--- src/rtl/tmds_pkg.sv ---
// Shared constants and types for the TMDS receive decoder: control tokens,
// symbol/byte widths and the word-alignment FSM states.
package tmds_pkg;

  localparam int SYM_W  = 10;
  localparam int BYTE_W = 8;

  localparam logic [SYM_W-1:0] TOKEN_C00 = 10'b1101010100;
  localparam logic [SYM_W-1:0] TOKEN_C01 = 10'b0010101011;
  localparam logic [SYM_W-1:0] TOKEN_C10 = 10'b0101010100;
  localparam logic [SYM_W-1:0] TOKEN_C11 = 10'b1010101011;

  typedef enum logic [1:0] {
    HUNT,
    VERIFY,
    LOCKED
  } align_state_t;

endpackage

--- src/rtl/tmds_symbol_decode.sv ---
// Combinational TMDS symbol decode: recognises the four control tokens and
// undoes the transition-minimising / DC-balancing encode for data symbols.
module tmds_symbol_decode
  import tmds_pkg::*;
(
  input  logic [SYM_W-1:0]  sym,
  output logic [BYTE_W-1:0] data,
  output logic [1:0]        ctrl,
  output logic              is_token
);

  logic [BYTE_W-1:0] q;

  always_comb begin
    is_token = 1'b1;
    ctrl     = 2'b00;
    case (sym)
      TOKEN_C00: ctrl = 2'b00;
      TOKEN_C01: ctrl = 2'b01;
      TOKEN_C10: ctrl = 2'b10;
      TOKEN_C11: ctrl = 2'b11;
      default:   is_token = 1'b0;
    endcase
  end

  // bit 9 flags an inverted payload, bit 8 selects XOR vs XNOR chaining
  always_comb begin
    q       = sym[9] ? ~sym[7:0] : sym[7:0];
    data    = '0;
    data[0] = q[0];
    for (int i = 1; i < BYTE_W; i++) begin
      data[i] = sym[8] ? (q[i] ^ q[i-1]) : ~(q[i] ^ q[i-1]);
    end
  end

endmodule

--- src/rtl/tmds_decoder.sv ---
// TMDS channel decoder: bit-slip word alignment on control tokens, then a
// two-stage decode pipeline. Define TMDS_DEC_ERR_EN to add a loss-of-lock counter.
module tmds_decoder
  import tmds_pkg::*;
#(
  parameter int HUNT_LEN     = 64,
  parameter int LOCK_RUN     = 8,
  parameter int LOSS_TIMEOUT = 4096
) (
  input  logic              clk_in,
  input  logic              rst_n_in,
  input  logic [SYM_W-1:0]  raw_in,
  output logic [BYTE_W-1:0] data_out,
  output logic [1:0]        ctrl_out,
  output logic              de_out,
  output logic              valid_out,
  output logic              locked_out,
  output logic [3:0]        offset_out
`ifdef TMDS_DEC_ERR_EN
  ,
  output logic [7:0]        err_count_out
`endif
);

  localparam int DWELL_W = $clog2(HUNT_LEN + 1);
  localparam int RUN_W   = $clog2(LOCK_RUN + 1);
  localparam int LOSS_W  = $clog2(LOSS_TIMEOUT + 1);

  localparam logic [DWELL_W-1:0] DWELL_LAST = DWELL_W'(HUNT_LEN - 1);
  localparam logic [RUN_W-1:0]   RUN_DONE   = RUN_W'(LOCK_RUN);
  localparam logic [LOSS_W-1:0]  LOSS_LAST  = LOSS_W'(LOSS_TIMEOUT - 1);

  align_state_t        state, state_n;
  logic [3:0]          offset, offset_n, offset_adv;
  logic [DWELL_W-1:0]  dwell, dwell_n;
  logic [RUN_W-1:0]    run, run_n, run_inc;
  logic [LOSS_W-1:0]   loss, loss_n;

  logic [SYM_W-1:0]    prev_raw;
  logic [2*SYM_W-1:0]  window;
  logic [SYM_W-1:0]    aligned;
  logic [BYTE_W-1:0]   dec_data;
  logic [1:0]          dec_ctrl;
  logic                dec_token;

  logic                tok_s1, lock_s1;
  logic [BYTE_W-1:0]   data_s1;
  logic [1:0]          ctrl_s1;

  assign window  = {raw_in, prev_raw};
  assign aligned = window[{1'b0, offset} +: SYM_W];

  tmds_symbol_decode u_decode (
    .sym      (aligned),
    .data     (dec_data),
    .ctrl     (dec_ctrl),
    .is_token (dec_token)
  );

  assign offset_adv = (offset == 4'd9) ? 4'd0 : offset + 4'd1;
  assign run_inc    = (run == RUN_DONE) ? run : run + RUN_W'(1);

  always_ff @(posedge clk_in or negedge rst_n_in) begin
    if (!rst_n_in) begin
      state    <= HUNT;
      offset   <= '0;
      dwell    <= '0;
      run      <= '0;
      loss     <= '0;
      prev_raw <= '0;
    end else begin
      state    <= state_n;
      offset   <= offset_n;
      dwell    <= dwell_n;
      run      <= run_n;
      loss     <= loss_n;
      prev_raw <= raw_in;
    end
  end

  // Dwell and loss counters never pass their terminal values, so they cannot wrap.
  always_comb begin
    state_n  = state;
    offset_n = offset;
    dwell_n  = dwell;
    run_n    = run;
    loss_n   = loss;
    case (state)
      HUNT: begin
        if (dec_token) begin
          state_n = VERIFY;
          run_n   = RUN_W'(1);
          dwell_n = '0;
        end else if (dwell == DWELL_LAST) begin
          offset_n = offset_adv;
          dwell_n  = '0;
        end else begin
          dwell_n = dwell + DWELL_W'(1);
        end
      end
      VERIFY: begin
        if (dec_token) begin
          run_n = run_inc;
          if (run_inc == RUN_DONE) begin
            state_n = LOCKED;
            loss_n  = '0;
          end
        end else begin
          state_n  = HUNT;
          offset_n = offset_adv;
          run_n    = '0;
          dwell_n  = '0;
        end
      end
      LOCKED: begin
        if (dec_token) begin
          loss_n = '0;
        end else if (loss == LOSS_LAST) begin
          state_n = HUNT;
          loss_n  = '0;
          run_n   = '0;
          dwell_n = '0;
        end else begin
          loss_n = loss + LOSS_W'(1);
        end
      end
      default: state_n = HUNT;
    endcase
  end

  // Stage 1 holds the aligned symbol in decoded form plus its token flag and lock tag.
  always_ff @(posedge clk_in or negedge rst_n_in) begin
    if (!rst_n_in) begin
      tok_s1  <= 1'b0;
      data_s1 <= '0;
      ctrl_s1 <= '0;
      lock_s1 <= 1'b0;
    end else begin
      tok_s1  <= dec_token;
      data_s1 <= dec_data;
      ctrl_s1 <= dec_ctrl;
      lock_s1 <= (state == LOCKED);
    end
  end

  always_ff @(posedge clk_in or negedge rst_n_in) begin
    if (!rst_n_in) begin
      data_out  <= '0;
      ctrl_out  <= '0;
      de_out    <= 1'b0;
      valid_out <= 1'b0;
    end else begin
      valid_out <= lock_s1;
      de_out    <= ~tok_s1;
      if (tok_s1) ctrl_out <= ctrl_s1;
      else        data_out <= data_s1;
    end
  end

  assign locked_out = (state == LOCKED);
  assign offset_out = offset;

`ifdef TMDS_DEC_ERR_EN
  logic lock_lost;
  assign lock_lost = (state == LOCKED) && (state_n == HUNT);

  always_ff @(posedge clk_in or negedge rst_n_in) begin
    if (!rst_n_in)                               err_count_out <= '0;
    else if (lock_lost && err_count_out != 8'hFF) err_count_out <= err_count_out + 8'd1;
  end
`endif

endmodule

--- config.mk ---
export PLATFORM = sky130hd
export DESIGN_NAME = tmds_decoder
export DESIGN_NICKNAME = d
export VERILOG_FILES = /design/src/rtl/tmds_pkg.sv /design/src/rtl/tmds_symbol_decode.sv /design/src/rtl/tmds_decoder.sv
export SDC_FILE = /design/constraint.sdc
export NUM_CORES = 1
export LEC_CHECK = 0
export BUFFER_PORTS_ARGS = -buffer_cell sky130_fd_sc_hd__clkbuf_2
export CORE_MARGIN = 5
export CORE_UTILIZATION = 30
export DETAILED_ROUTE_END_ITERATION = 8
export PLACE_DENSITY_LB_ADDON = 0.25
export SKIP_LAST_GASP = 1
export SYNTH_ARGS = -nofsm -noshare
export SYNTH_HDL_FRONTEND = slang
export SYNTH_SLANG_ARGS = --single-unit
--- constraint.sdc ---
create_clock -name clk_in -period 8.8 [get_ports clk_in]
set_clock_uncertainty 0.1 [all_clocks]
set_input_delay 0.88 -clock clk_in [delete_from_list [all_inputs] [get_ports clk_in]]
set_output_delay 0.88 -clock clk_in [all_outputs]
set_load 0.01 [all_outputs]
==> flow_metrics.tcl <==
set metrics [dict create \
    pre_cts_slack_ns 3.79 \
    drt_iter0_drc 206 \
    grt_pass1_vias 2719 \
    synth_ff_type "dfrtp_1" \
    path_class "flop to flop" \
    n_antenna_cell 0 \
    holdWs_ns 0.246 \
    drive_above_1_share_pct 19.3 \
    die_w_um 121 \
    avgRoutedWirePerCell_um 14.5 \
    finalWirelength_mm 8.04 \
    stdcell_area_um2 4350 \
    dr.pass1.iters 4 \
    cp-startpoint "offset_out[1]$_DFFE_PN0P_" \
    antenna_found_initial 0 \
    max_freq_ghz 0.200 \
    cp-end-kind "flop" \
    clkTransAtPathRegs_ns 0.05 \
    cts_root_buf "clkbuf_16" \
    clock_sinks 64 \
    worstPathArrival_ns 5.09 \
    worst_slew_pin_slew_ns 1.18 \
    cts_tree "built" \
    synth_area_leaders "dfrtp_1, mux4_2, mux2_2" \
    cp_max_fo 31 \
    yosysWarnings 0 \
    grt_start_max_net_pins 65 \
    synthArstFlopShare_pct 100 \
    wl_met1_mm 4.02 \
    cp_num_cells 13 \
    numPlacedInstances 540 \
    placedInstanceArea_um2 4000 \
    syn_area_um2 3720 \
    rsz0062_at_grt "no" \
    finish.net_count 411 \
    syn-num-nets 386 \
    worstSetupStartpointType "flop" \
    relSlewSlack_pct 21.0 \
    powerDensity_nw_per_um2 291 \
    core_area_um2 12100 \
    ys_types 52 \
    fin_util_pct 36.1 \
    fin_crit_ns 4.99 \
    synth_seq_area_share_pct 43.1 \
    critPathSlowestCell "dfrtp_1" \
    synth_seq_cells 64 \
    portBuffers 28 \
    htreeDepth 3 \
    gp_congestion 0.860 \
    setup_viol 0 \
    drc_errors 0 \
    grt_pass1_wl_mm 13.9 \
    synth.top_cell.area_share_pct 43.1 \
    drv_slew 0 \
    rr_worst_depth 13 \
    vdd_ir_drop_max_mv 0.102 \
    dr_wl_met3_um 249 \
    clock_path_buffers 2 \
    r2r_start "offset_out[1]$_DFFE_PN0P_" \
    cts_resized 0 \
    top_layer_used "met4" \
    crit_family "multiplexers" \
    ctsHoldBuffers 0 \
    total_power_mw 1.27 \
    num_rows 40 \
    dp.final_hpwl_mm 5.70 \
    cp_num_buf_inv 2 \
    clk_latency_ns 0.32 \
    vias 2796 \
    hold_path.class "flop to flop" \
    via_per_inst 5.03 \
    cts-buffers-inserted 9 \
    avgSynthCellArea_um2 10.4 \
    initial_core_util_pct 30.8 \
    ant_nets 0 \
    boundaryPins 29 \
    die_area_um2 14700 \
    yosysMostFrequentCell "dfrtp_1" \
    min_period_over_period_pct 56.7 \
    met2_length_mm 3.60 \
    grt-ovfl-total 0 \
    area_growth_pct 17.0 \
    synth_cells 358 \
    cp.required_ns 8.90 \
    cp_cell_sequence "mux2_2 -> mux4_2 -> mux2i_1 -> inv_1 -> ha_1 -> nand4_1 -> a31oi_1 -> o21ai_1 -> and2_1 -> inv_1 -> a21o_1 -> a21oi_1 -> mux2_2" \
    synth-edff-count 0 \
    track_usage_pct 11.7 \
    cts_setup_buffers 0 \
    hold_violations 0 \
    setup_ws_ns 3.81 \
    ys_top_cells_by_count "dfrtp_1, nor2_1, o21ai_0, inv_1, nand2_1" \
    die_height_um 121 \
    status "completed" \
    yosys.area.top_type "dfrtp_1" \
    p_leak_nw 1.96 \
    reg2reg_slack_ns 3.81 \
    timing.rr.end "dwell[0]$_DFFE_PN0P_" \
    cp-endpoint "dwell[0]$_DFFE_PN0P_" \
    drv_cap 0 \
    slowest_delay_ns 1.12 \
    fin_tns_setup_ns 0 \
    stdcell_count 556 \
]
[report_power, final]
part           total [mW]  switching [mW]  internal [mW]
registers           0.433          0.0721          0.361
clock network       0.408           0.123          0.284
logic               0.426           0.217          0.209
[cell families after synthesis]
logic type               count (synthesis)  synth area share, %
AND/OR/NAND/NOR                        101                 13.7
adder cells (fa/ha/maj)                 16                 5.38
XOR/XNOR                                14                 3.30
AO/OA/AOI/OAI                           76                 13.3
multiplexers                            48                 16.9
buffers and inverters                   39                 4.37
flip-flops                              64                 43.1
[layout by cell type (no fill, tap or decap), types with 15 or more instances in the layout]
cell type  instances
o21ai_0           24
nor2_1            27
mux2i_1           19
clkbuf_2          28
nand2_1           23
ha_1              16
inv_1             23
dfrtp_1           64
a21oi_1           15
mux2_2            19
[flip-flops by register name (all words and copies together) (netlist names)]
name,count
offset_out,4
tok_s1,1
prev_raw,10
ctrl_out,2
state,2
dwell,7
lock_s1,1
de_out,1
valid_out,1
ctrl_s1,2
run,4
data_out,8
data_s1,8
loss,13
[worst min-delay path by stage]
stage               depth (start not counted)               from             endpoint
floorplan                                   0  lock_s1$_DFF_PN0_  valid_out$_DFF_PN0_
global placement                            0  lock_s1$_DFF_PN0_  valid_out$_DFF_PN0_
detailed placement                          0  lock_s1$_DFF_PN0_  valid_out$_DFF_PN0_
CTS                                         0  lock_s1$_DFF_PN0_  valid_out$_DFF_PN0_
global route                                0  lock_s1$_DFF_PN0_  valid_out$_DFF_PN0_
finish                                      0  lock_s1$_DFF_PN0_  valid_out$_DFF_PN0_
[layer usage]
metal	vias to the layer above	global-route usage (%)
li1	1364	-
met1	1356	16.5
met2	61	17.1
met3	15	2.52
met4	0	5.11
met5	-	0
[cell type report]
type / instances / area [µm²]
fill: 1203 / 7710
multi-input combinational: 255 / 1950
sequential: 64 / 1600
clock buffer: 11 / 243
tap: 168 / 210
timing repair buffer: 29 / 148
clock inverter: 5 / 104
inverter: 24 / 90.1
(Power assumes the default switching activity.)
